**src/rtl/gcd_controller.sv**
```systemverilog
// Control path for the 16-bit repeated-subtraction GCD datapath.
// Moore FSM with a saturating subtract-step counter that bounds every run.
module gcd_controller #(
    parameter int MAX_ITER = 65535,
    parameter int CNT_W    = 16
) (
    input  logic             clk,
    input  logic             rst,
    input  logic             start,
    input  logic             gt,
    input  logic             lt,
    input  logic             eq,
    output logic             LdA,
    output logic             LdB,
    output logic             sel1,
    output logic             sel2,
    output logic             sel_in,
    output logic             opa_req,
    output logic             opb_req,
    output logic             busy,
    output logic             done,
    output logic             err,
    output logic [CNT_W-1:0] iter_cnt
);

    // state  | meaning
    // IDLE   | waiting for start, all outputs low
    // LOAD_A | A <= data_in, operand A requested
    // LOAD_B | B <= data_in, operand B requested
    // CMP    | decide on datapath flags and the iteration cap
    // SUB_A  | A <= A - B
    // SUB_B  | B <= B - A
    // DONE   | result frozen in A (== B)
    // ERR    | iteration cap hit or no compare flag set
    typedef enum logic [2:0] {
        S_IDLE, S_LOAD_A, S_LOAD_B, S_CMP, S_SUB_A, S_SUB_B, S_DONE, S_ERR
    } state_t;

    localparam logic [CNT_W-1:0] LP_MAX = CNT_W'(MAX_ITER);

    state_t           r_state;
    state_t           w_state_nxt;
    logic [CNT_W-1:0] r_iter_cnt;
    logic             w_at_cap;

    assign w_at_cap = (r_iter_cnt == LP_MAX);
    assign iter_cnt = r_iter_cnt;

    // Counter clears on entry to LOAD_A so it already reads 0 while loading.
    always_ff @(posedge clk) begin
        if (rst) begin
            r_state    <= S_IDLE;
            r_iter_cnt <= '0;
        end else begin
            r_state <= w_state_nxt;
            if (w_state_nxt == S_LOAD_A)
                r_iter_cnt <= '0;
            else if ((r_state == S_SUB_A || r_state == S_SUB_B) && !w_at_cap)
                r_iter_cnt <= r_iter_cnt + 1'b1;
        end
    end

    always_comb begin
        w_state_nxt = r_state;
        case (r_state)
            S_IDLE:   if (start) w_state_nxt = S_LOAD_A;
            S_LOAD_A: w_state_nxt = S_LOAD_B;
            S_LOAD_B: w_state_nxt = S_CMP;
            S_CMP: begin
                if (eq)            w_state_nxt = S_DONE;
                else if (w_at_cap) w_state_nxt = S_ERR;
                else if (gt)       w_state_nxt = S_SUB_A;
                else if (lt)       w_state_nxt = S_SUB_B;
                else               w_state_nxt = S_ERR;
            end
            S_SUB_A:  w_state_nxt = S_CMP;
            S_SUB_B:  w_state_nxt = S_CMP;
            S_DONE:   if (start) w_state_nxt = S_LOAD_A;
            S_ERR:    if (start) w_state_nxt = S_LOAD_A;
            default:  w_state_nxt = S_IDLE;
        endcase
    end

    always_comb begin
        LdA     = 1'b0;
        LdB     = 1'b0;
        sel1    = 1'b0;
        sel2    = 1'b0;
        sel_in  = 1'b0;
        opa_req = 1'b0;
        opb_req = 1'b0;
        busy    = 1'b0;
        done    = 1'b0;
        err     = 1'b0;
        case (r_state)
            S_LOAD_A: begin
                LdA = 1'b1; sel_in = 1'b1; opa_req = 1'b1; busy = 1'b1;
            end
            S_LOAD_B: begin
                LdB = 1'b1; sel_in = 1'b1; opb_req = 1'b1; busy = 1'b1;
            end
            S_CMP:    busy = 1'b1;
            S_SUB_A: begin
                LdA = 1'b1; sel2 = 1'b1; busy = 1'b1;
            end
            S_SUB_B: begin
                LdB = 1'b1; sel1 = 1'b1; busy = 1'b1;
            end
            S_DONE:   done = 1'b1;
            S_ERR: begin
                done = 1'b1; err = 1'b1;
            end
            default: ;
        endcase
    end

endmodule

```
**config.mk**
```make
export PLATFORM = sky130hd
export DESIGN_NAME = gcd_controller
export DESIGN_NICKNAME = d
export VERILOG_FILES = /design/src/rtl/gcd_controller.sv
export SDC_FILE = /design/constraint.sdc
export NUM_CORES = 1
export LEC_CHECK = 0
export BUFFER_PORTS_ARGS = -buffer_cell sky130_fd_sc_hd__buf_2
export CAP_MARGIN = 20
export CORE_MARGIN = 4
export CORE_UTILIZATION = 51
export DETAILED_ROUTE_END_ITERATION = 10
export GPL_ROUTABILITY_DRIVEN = 1
export PLACE_DENSITY = 0.78
export SETUP_SLACK_MARGIN = 0.4
export SYNTH_ARGS = -nofsm -noshare
export SYNTH_HDL_FRONTEND = slang
export SYNTH_SLANG_ARGS = --single-unit
```
**constraint.sdc**
```tcl
create_clock -name clk -period 2.1 [get_ports clk]
set_clock_uncertainty 0.1 [all_clocks]
set_input_delay 0.105 -clock clk [delete_from_list [all_inputs] [get_ports clk]]
set_output_delay 0.105 -clock clk [all_outputs]
set_load 0.05 [all_outputs]
```
==> results of run 1 <==
-- synthesized netlist by cell type (all sizes together) --
cell | n | area (µm²)
o31ai | 3 | 22.5
buf | 6 | 51.3
o21ai | 11 | 55.1
nand3 | 6 | 35.0
nand4 | 6 | 52.6
and2 | 4 | 25.0
nand2b | 5 | 31.3
o41ai | 2 | 17.5
or3 | 7 | 43.8
nand2 | 11 | 43.8
and2b | 2 | 15.0
inv | 3 | 11.3
nor3 | 1 | 5.00
nor2 | 7 | 26.3
clkbuf | 2 | 7.51
dfxtp | 19 | 380
or4 | 4 | 33.8
and4 | 4 | 40.0
or2b | 1 | 7.51
nor4 | 2 | 12.5
o22ai | 2 | 12.5
mux2i | 3 | 30.0
a21o | 2 | 15.0
o22a | 1 | 8.76
a21oi | 16 | 83.8
nor4b | 1 | 15.0
ha | 1 | 12.5
o311ai | 2 | 17.5
a211o | 1 | 8.76
and3 | 2 | 12.5
-- per-stage QoR --
stage	total power, W	cell area (µm²)	setup slack, ns	hold slack (ns)
2_1_floorplan	0.000513	1190	0.338	0.0741
3_5_place_dp	0.000558	1340	0.250	0.244
3_3_place_gp	0.000555	1340	0.312	0.241
4_1_cts	0.000760	1470	0.359	0.0797
6_report	0.000774	1550	0.389	0.0789
5_1_grt	0.000812	1550	0.360	0.109
-- report_power, final --
group,internal [W],total (W),switching [W],leakage (nW)
logic,0.0000661,0.000211,0.000145,0.445
registers,0.000358,0.000367,0.00000885,0.165
clock network,0.0000741,0.000196,0.000122,0.0150
total,0.000499,0.000774,0.000275,0.624
-- cell families after synthesis --
group                      after synthesis  synth area share (%)
muxes                                    3                  2.65
adders and majority gates                1                  1.10
DFF                                     19                  33.6
buffers and inverters                   11                  6.18
and+or+nand+nor                         63                  35.2
AOI/OAI and AO/OA                       40                  21.3
-- cell type report --
| cell class | count | area (µm²) | share of cell area (%) |
|---|---|---|---|
| repair buffers | 44 | 282 | 18.2 |
| multi-input cells | 109 | 776 | 50.1 |
| flip-flops and latches | 19 | 420 | 27.1 |
| inverters | 3 | 11.3 | 0.727 |
| clock buffers | 4 | 26.3 | 1.70 |
| well taps | 27 | 33.8 | 2.18 |
-- routing by layer --
layer,up-vias,wire (µm)
met2,38,1650
met3,6,155
met5,-,0
li1,610,-
met1,578,1370
met4,0,53
-- critical path, delay by kind of cell, from the launching register on --
kind / cells / cell delay [ns]
and+or+nand+nor: 3 / 0.86
DFF: 1 / 0.38
AOI/OAI and AO/OA: 1 / 0.13
adders and majority gates: 1 / 0.17
-- sequential cells by signal (all words and copies together) (netlist names) --
register,flops
iter_cnt,16
r_state,3
-- cell usage in the layout, fill, tap and decap left out, types with 4 or more instances in the layout --
cell type,Yosys,routed
sky130_fd_sc_hd__nand3_1,5,5
sky130_fd_sc_hd__dfxtp_4,0,7
sky130_fd_sc_hd__nand2_1,10,10
sky130_fd_sc_hd__dlygate4sd3_1,0,4
sky130_fd_sc_hd__nand2b_1,5,5
sky130_fd_sc_hd__buf_4,1,8
sky130_fd_sc_hd__nand4_1,5,5
sky130_fd_sc_hd__o21ai_0,11,9
sky130_fd_sc_hd__nor2_1,7,6
sky130_fd_sc_hd__or3_1,7,6
sky130_fd_sc_hd__dfxtp_2,0,11
sky130_fd_sc_hd__a21oi_1,15,12
sky130_fd_sc_hd__clkbuf_4,0,4
sky130_fd_sc_hd__buf_2,2,28
sky130_fd_sc_hd__a21oi_2,1,4
-- final timing paths --
check / slack [ns] / start / depth (start not counted) / endpoint
worst max-delay path: 0.39 / iter_cnt[1] / 5 / iter_cnt[11]
worst min register to register: 0.39 / iter_cnt[15] / 2 / iter_cnt[15]
worst min-delay path: 0.08 / start / 3 / r_state[0]
worst max register to register: 0.39 / iter_cnt[1] / 5 / iter_cnt[11]
-- timing repair --
action	4_1_cts	5_1_grt
hold endpoints to repair	3	0
setup buffers	4	3
gates resized for setup	9	19
hold buffers	4	0
pin swaps	5	3
cloned	1	1
endpoints found under the setup margin	13	17
==> results.sh, run 1 <==
export IMPL_outcome="complete, no violations"
export IMPL_master_of_the_slowest_instance_on_the_critical_path="sky130_fd_sc_hd__or4_4"
export IMPL_arrival_ns=1.84
export IMPL_routed_via_density=5.98
export IMPL_hpwl_mm=1.96
export IMPL_drtPass1Iterations=4
export IMPL_groute_layer_met3_usage_pct=3.49
export IMPL_route_vias_total=1232
export IMPL_worst_setup_hold_path_clk_slew_ns=0.12
export IMPL_critical_path_max_fanout=5
export IMPL_critical_path_max_stage_delay_ns=0.49
export IMPL_synth_warnings=0
export IMPL_critPathKind="reg2reg"
export IMPL_synthCells=137
export IMPL_rows=16
export IMPL_overflow=0
export IMPL_peak_supply_drop_v=0.000438
export IMPL_first_global_vias=1049
export IMPL_power_leakage_nw=0.624
export IMPL_grt_antenna_before_repair=0
export IMPL_critPathLaunchType="flip-flop"
export IMPL_pwr_density_cell_mw_per_mm2=500
export IMPL_syn_avg_cell_area_um2=8.27
export IMPL_design_die_area_mm2=0.00304
export IMPL_fin_setup_tns_ns=0
export IMPL_cts_inserted_buffers=3
export IMPL_finalWeightedCongestion=0.792
export IMPL_die_width_um=55.1
export IMPL_fp_coreArea_mm2=0.00204
export IMPL_grt_busiest_layer="met2"
export IMPL_finalSetupViolCount=0
export IMPL_ioPinCount=32
export IMPL_fin_cells=206
export IMPL_number_of_placed_cells_counting_well_taps=189
export IMPL_global_route_usage_total_pct=22.0
export IMPL_num_fill_cells=168
export IMPL_max_slew_worst_pin_slew_ns=0.579
export IMPL_areaGrowthSynthToFinish_pct=36.6
export IMPL_htree_num_levels=1
export IMPL_worst_slew_margin_relative_to_its_limit_pct=61.4
export IMPL_clock_root_buffer="sky130_fd_sc_hd__clkbuf_4"
export IMPL_cts_num_sinks=19
export IMPL_timing_hold_worst_class="in2reg"
export IMPL_syn_cell_area_mm2=0.00113
export IMPL_detail_route_antenna_nets=0
export IMPL_grt_first_pass_wirelength_mm=4.77
export IMPL_use_met2_pct=37.2
export IMPL_num_antenna_cells=0
export IMPL_min_period_ns=1.71
export IMPL_drt_first_iter_violations=27
export IMPL_maxCapViolations=0
export IMPL_list_of_cells_traversed_by_the_critical_path="ha_4 > and4_4 > and2_4 > or4_4 > a21oi_1"
export IMPL_final_layout_size_suffix_gt1_share_pct=50.3
export IMPL_synth_cell_type_count=38
export IMPL_routed_wl_mm=3.22
export IMPL_peak_clock_frequency_supported_by_timing_mhz=584
export IMPL_clock_tree_from_tritoncts="done"
export IMPL_pin_count_of_the_biggest_net_entering_global_routing=14
export IMPL_worstPathRequired_ns=2.23
export IMPL_initial_utilization_pct=55.5
export IMPL_fraction_of_the_yosys_area_taken_by_sequential_cells_pct=33.6
export IMPL_setup_repair_after_global_routing_missed_its_margin="true"
export IMPL_clock_latency_ns=0.31
export IMPL_port_buffer_count=31
export IMPL_synth_nets=144
export IMPL_ys_seq_elements=19
export IMPL_timing_final_hold_violations=0
export IMPL_die_height_um=55.1
export IMPL_end_kind="flip-flop"
export IMPL_final_period_utilization_pct=81.5
export IMPL_remaining_drc_errors=0
export IMPL_final_nets=187
export IMPL_grt_use_met1_pct=26.2
export IMPL_route_detailed_wl_per_inst_um=15.6
export IMPL_cts_root_to_sink_buffers=2
export IMPL_final_core_util_pct=75.9
export IMPL_slew_violations=0
(Power assumes the default switching activity.)
==> inputs of run 2 (changes only) <==
- CORE_UTILIZATION: 51 -> 46
- PLACE_DENSITY: 0.78 -> 0.75
- clock period: 2.1 -> 1.5 ns (I/O delays scaled with it)
==> run 2 against run 1 <==
Compared with the run above: the run now fails in clock tree synthesis; synthesized area stayed put; synthesized cell count stayed put.
==> results.sh, run 2 <==
export IMPL_area_share_of_xor_xnor_cells_in_the_synthesized_design_pct=0
export IMPL_synth_warnings=0
export IMPL_synth_simple_gate_area_share_pct=35.2
export IMPL_outcome_stop_stage="clock tree synthesis"
export IMPL_error_message="[ERROR DPL-0038] Utilization greater than 100%, impossible to legalize"
export IMPL_die_height_um=57.6
export IMPL_ys_seq_elements=19
export IMPL_hold_buffers=4
export IMPL_clock_root_buffer="sky130_fd_sc_hd__clkbuf_4"
export IMPL_cts_num_sinks=19
export IMPL_post_synth_most_frequent_cells="sky130_fd_sc_hd__dfxtp_1, sky130_fd_sc_hd__a21oi_1, sky130_fd_sc_hd__o21ai_0"
export IMPL_syn_cell_area_mm2=0.00113
export IMPL_asyncSetResetFlopFracSynth_pct=0
export IMPL_share_of_the_synthesized_area_in_compound_gates_ao_oa_aoi_oai_pct=21.3
export IMPL_htree_num_levels=1
export IMPL_synth_mux_area_fraction_pct=2.65
export IMPL_post_cts_setup_buffer_count=13
export IMPL_combinational_family_with_the_most_area_after_synthesis="simple AND/OR/NAND/NOR gates"
export IMPL_synth_top_cell_area_share_pct=33.6
export IMPL_syn_avg_cell_area_um2=8.27
export IMPL_cts_inserted_buffers=3
export IMPL_die_width_um=57.6
export IMPL_outcome="did not finish"
export IMPL_initial_utilization_pct=49.8
export IMPL_port_buffer_count=31
export IMPL_hpwl_mm=2.65
export IMPL_synth_cell_type_count=38
export IMPL_fraction_of_the_yosys_area_taken_by_sequential_cells_pct=33.6
export IMPL_rows=17
export IMPL_ys_dominant_reg_cell="sky130_fd_sc_hd__dfxtp_1"
export IMPL_synthCells=137
export IMPL_yosys_cell_count_top_type="sky130_fd_sc_hd__dfxtp_1"
export IMPL_synth_nets=144
export IMPL_ioPinCount=32
export IMPL_synth_enable_flop_cells=0
export IMPL_finalWeightedCongestion=0.872
export IMPL_yosys_area_top_type="sky130_fd_sc_hd__dfxtp_1"
export IMPL_synth_area_top_cells="sky130_fd_sc_hd__dfxtp_1, sky130_fd_sc_hd__a21oi_1, sky130_fd_sc_hd__o21ai_0"
export IMPL_cts_root_to_sink_buffers=2
export IMPL_synthAdderAreaFrac_pct=1.10
export IMPL_ctsResizeCount=110
-- run 2: kinds of logic after synthesis --
logic type	Yosys count
buffers and inverters	11
muxes	3
AOI/OAI and AO/OA	40
adders and majority gates	1
and+or+nand+nor	63
DFF	19
-- run 2: per-stage QoR --
stage / setup WS (ns) / area [µm²] / instances
2_1_floorplan: -0.173 / 1320 / 137
3_5_place_dp: -0.188 / 1670 / 221
3_3_place_gp: -0.148 / 1670 / 221
==> inputs of run 3 (changes only) <==
- CORE_AREA: unset -> 4 4 65 67
- CORE_MARGIN: 4 -> unset
- CORE_UTILIZATION: 46 -> unset
- DIE_AREA: unset -> 0 0 69 71
- PLACE_DENSITY: 0.75 -> unset
- PLACE_DENSITY_LB_ADDON: unset -> 0.15
- SETUP_SLACK_MARGIN: 0.4 -> unset
- clock period: 1.5 -> 1.95 ns (I/O delays scaled with it)
==> run 3 against run 2 <==
Compared with the run above: the run now ends clean.
==> results.sh, run 3 (synthesis results as in run 1) <==
export IMPL_end_kind="primary output"
export IMPL_post_dp_cell_area_mm2=0.00137
export IMPL_fp_coreArea_mm2=0.00363
export IMPL_initial_utilization_pct=31.2
export IMPL_areaGrowthSynthToFinish_pct=25.5
export IMPL_wl_met3_um=139
export IMPL_min_period_ns=1.83
export IMPL_pin_count_of_the_biggest_net_entering_global_routing=23
export IMPL_grt_first_pass_wirelength_mm=4.99
export IMPL_critical_path_max_stage_delay_ns=0.32
export IMPL_grt_antenna_before_repair=0
export IMPL_clock_power_share_pct=31.3
export IMPL_clock_latency_ns=0.25
export IMPL_worstPathRequired_ns=1.75
export IMPL_power_leakage_nw=0.594
export IMPL_htree_num_levels=1
export IMPL_post_cts_setup_buffer_count=0
export IMPL_final_nets=183
export IMPL_finalSetupViolCount=0
export IMPL_rows=22
export IMPL_slew_violations=0
export IMPL_setup_slack_ns=0.117
export IMPL_timing_hold_worst_class="in2reg"
export IMPL_die_width_um=69
export IMPL_peak_supply_drop_v=0.000359
export IMPL_timing_final_hold_violations=0
export IMPL_port_buffer_count=31
export IMPL_clock_tree_from_tritoncts="done"
export IMPL_mostFrequentLayoutCells="sky130_fd_sc_hd__buf_2, sky130_fd_sc_hd__dfxtp_1, sky130_fd_sc_hd__a21oi_1"
export IMPL_cts_inserted_buffers=3
export IMPL_route_detailed_wl_per_inst_um=13.0
export IMPL_met2_wirelength_mm=1.36
export IMPL_master_of_the_slowest_instance_on_the_critical_path="sky130_fd_sc_hd__dfxtp_1"
export IMPL_multi_input_area_um2=683
export IMPL_final_period_utilization_pct=94.0
export IMPL_final_seq_area_um2=383
export IMPL_hpwl_mm=2.19
export IMPL_sw_frac_of_total_pct=32.3
export IMPL_num_antenna_cells=0
export IMPL_combPwrFrac_pct=23.4
export IMPL_path_common_cell="sky130_fd_sc_hd__buf_4"
export IMPL_cts_root_to_sink_buffers=2
export IMPL_critPathLaunchType="flip-flop"
export IMPL_path_buf_inv=3
export IMPL_drt_first_iter_violations=41
export IMPL_die_height_um=71
export IMPL_final_layout_size_suffix_gt1_share_pct=30.9
export IMPL_drtPass1Iterations=4
export IMPL_placement_setup_worst_slack_ns=0.138
export IMPL_finalWeightedCongestion=0.768
export IMPL_postLayoutCellArea_mm2=0.00142
export IMPL_wl_met1_mm=1.38
export IMPL_internal_power_w=0.000600
export IMPL_route_vias_total=1162
export IMPL_layout_cells_most_common="sky130_fd_sc_hd__buf_2"
export IMPL_arrival_ns=1.64
export IMPL_routed_wl_mm=2.91
export IMPL_maxCapViolations=0
export IMPL_dr_max_layer_used="met4"
export IMPL_ctsResizeCount=0
export IMPL_outcome="complete, no violations"
export IMPL_max_slew_worst_pin_slew_ns=0.531
export IMPL_design_die_area_mm2=0.00490
export IMPL_critical_path_max_fanout=10
export IMPL_worst_slew_margin_relative_to_its_limit_pct=64.6
export IMPL_num_fill_cells=413
export IMPL_remaining_drc_errors=0
export IMPL_largest_reg_flops=16
export IMPL_fin_setup_tns_ns=0
export IMPL_final_core_util_pct=39.2
export IMPL_first_global_vias=1103
export IMPL_pwr_density_cell_mw_per_mm2=622
export IMPL_worst_setup_hold_path_clk_slew_ns=0.07
export IMPL_ioPinCount=32
export IMPL_setup_repair_after_global_routing_missed_its_margin="false"
export IMPL_power_net_switching_w=0.000286
export IMPL_detail_route_antenna_nets=0
export IMPL_peak_clock_frequency_supported_by_timing_mhz=546
export IMPL_cp_top_family="buffers and inverters"
export IMPL_power_frac_seq_pct=45.3
export IMPL_global_route_usage_total_pct=12.2
export IMPL_cts_num_sinks=19
export IMPL_clock_root_buffer="sky130_fd_sc_hd__clkbuf_8"
export IMPL_overflow=0
export IMPL_power_total_w=0.000885
export IMPL_routed_via_density=5.21
export IMPL_critPathKind="reg2out"
export IMPL_list_of_cells_traversed_by_the_critical_path="buf_4 > or2b_1 > buf_4 > o22ai_1 > buf_2"
==> run 3: worst register-to-register path, cell delays in order (launching register included) <==
cell and delay [ns]:
sky130_fd_sc_hd__dfxtp_2 0.34, sky130_fd_sc_hd__ha_1 0.20, sky130_fd_sc_hd__and4_4 0.20, sky130_fd_sc_hd__and4_4 0.26
sky130_fd_sc_hd__or4_4 0.53, sky130_fd_sc_hd__a21oi_2 0.14
==> run 3: final timing paths <==
check | cells after the start | startpoint | endpoint | slack [ns]
hold reg to reg | 2 | iter_cnt[14] | iter_cnt[14] | 0.40
setup / recovery | 5 | r_state[2] | LdA | 0.12
hold / removal | 3 | eq | r_state[0] | 0.02
setup reg to reg | 5 | iter_cnt[0] | iter_cnt[10] | 0.13
==> run 3: layout make-up <==
type / count / area share [%]
tap: 48 / 4.22
sequential: 19 / 26.9
clock buffer: 4 / 3.17
inverter: 3 / 0.792
timing repair buffer: 42 / 16.9
multi-input combinational: 107 / 48.0
==> run 3: repair_timing <==
item / 4_1_cts / 5_1_grt
setup endpoints to repair: 0 / 0
hold endpoints to repair: 3 / 0
hold buffers: 1 / 0
==> run 3: through the flow <==
stage	std cells	hold WS, ns
6_report	223	0.0197
5_1_grt	223	0.0343
4_1_cts	223	0.0109
3_5_place_dp	218	0.238
3_3_place_gp	218	0.234
2_1_floorplan	137	0.0666
==> run 3: per-layer routing <==
metal,vias up,track usage [%]
li1,596,-
met1,531,14.6
met2,33,21.5
met3,2,2.56
met4,0,4.56
met5,-,0
==> run 3: power groups by stage <==
stage	Combinational (W)	Clock (W)	Sequential (W)
floorplan	0.000147	0	0.000412
finish	0.000207	0.000278	0.000401
CTS	0.000208	0.000292	0.000401
global route	0.000224	0.000298	0.000402
global placement	0.000206	0	0.000410
detailed placement	0.000206	0	0.000410
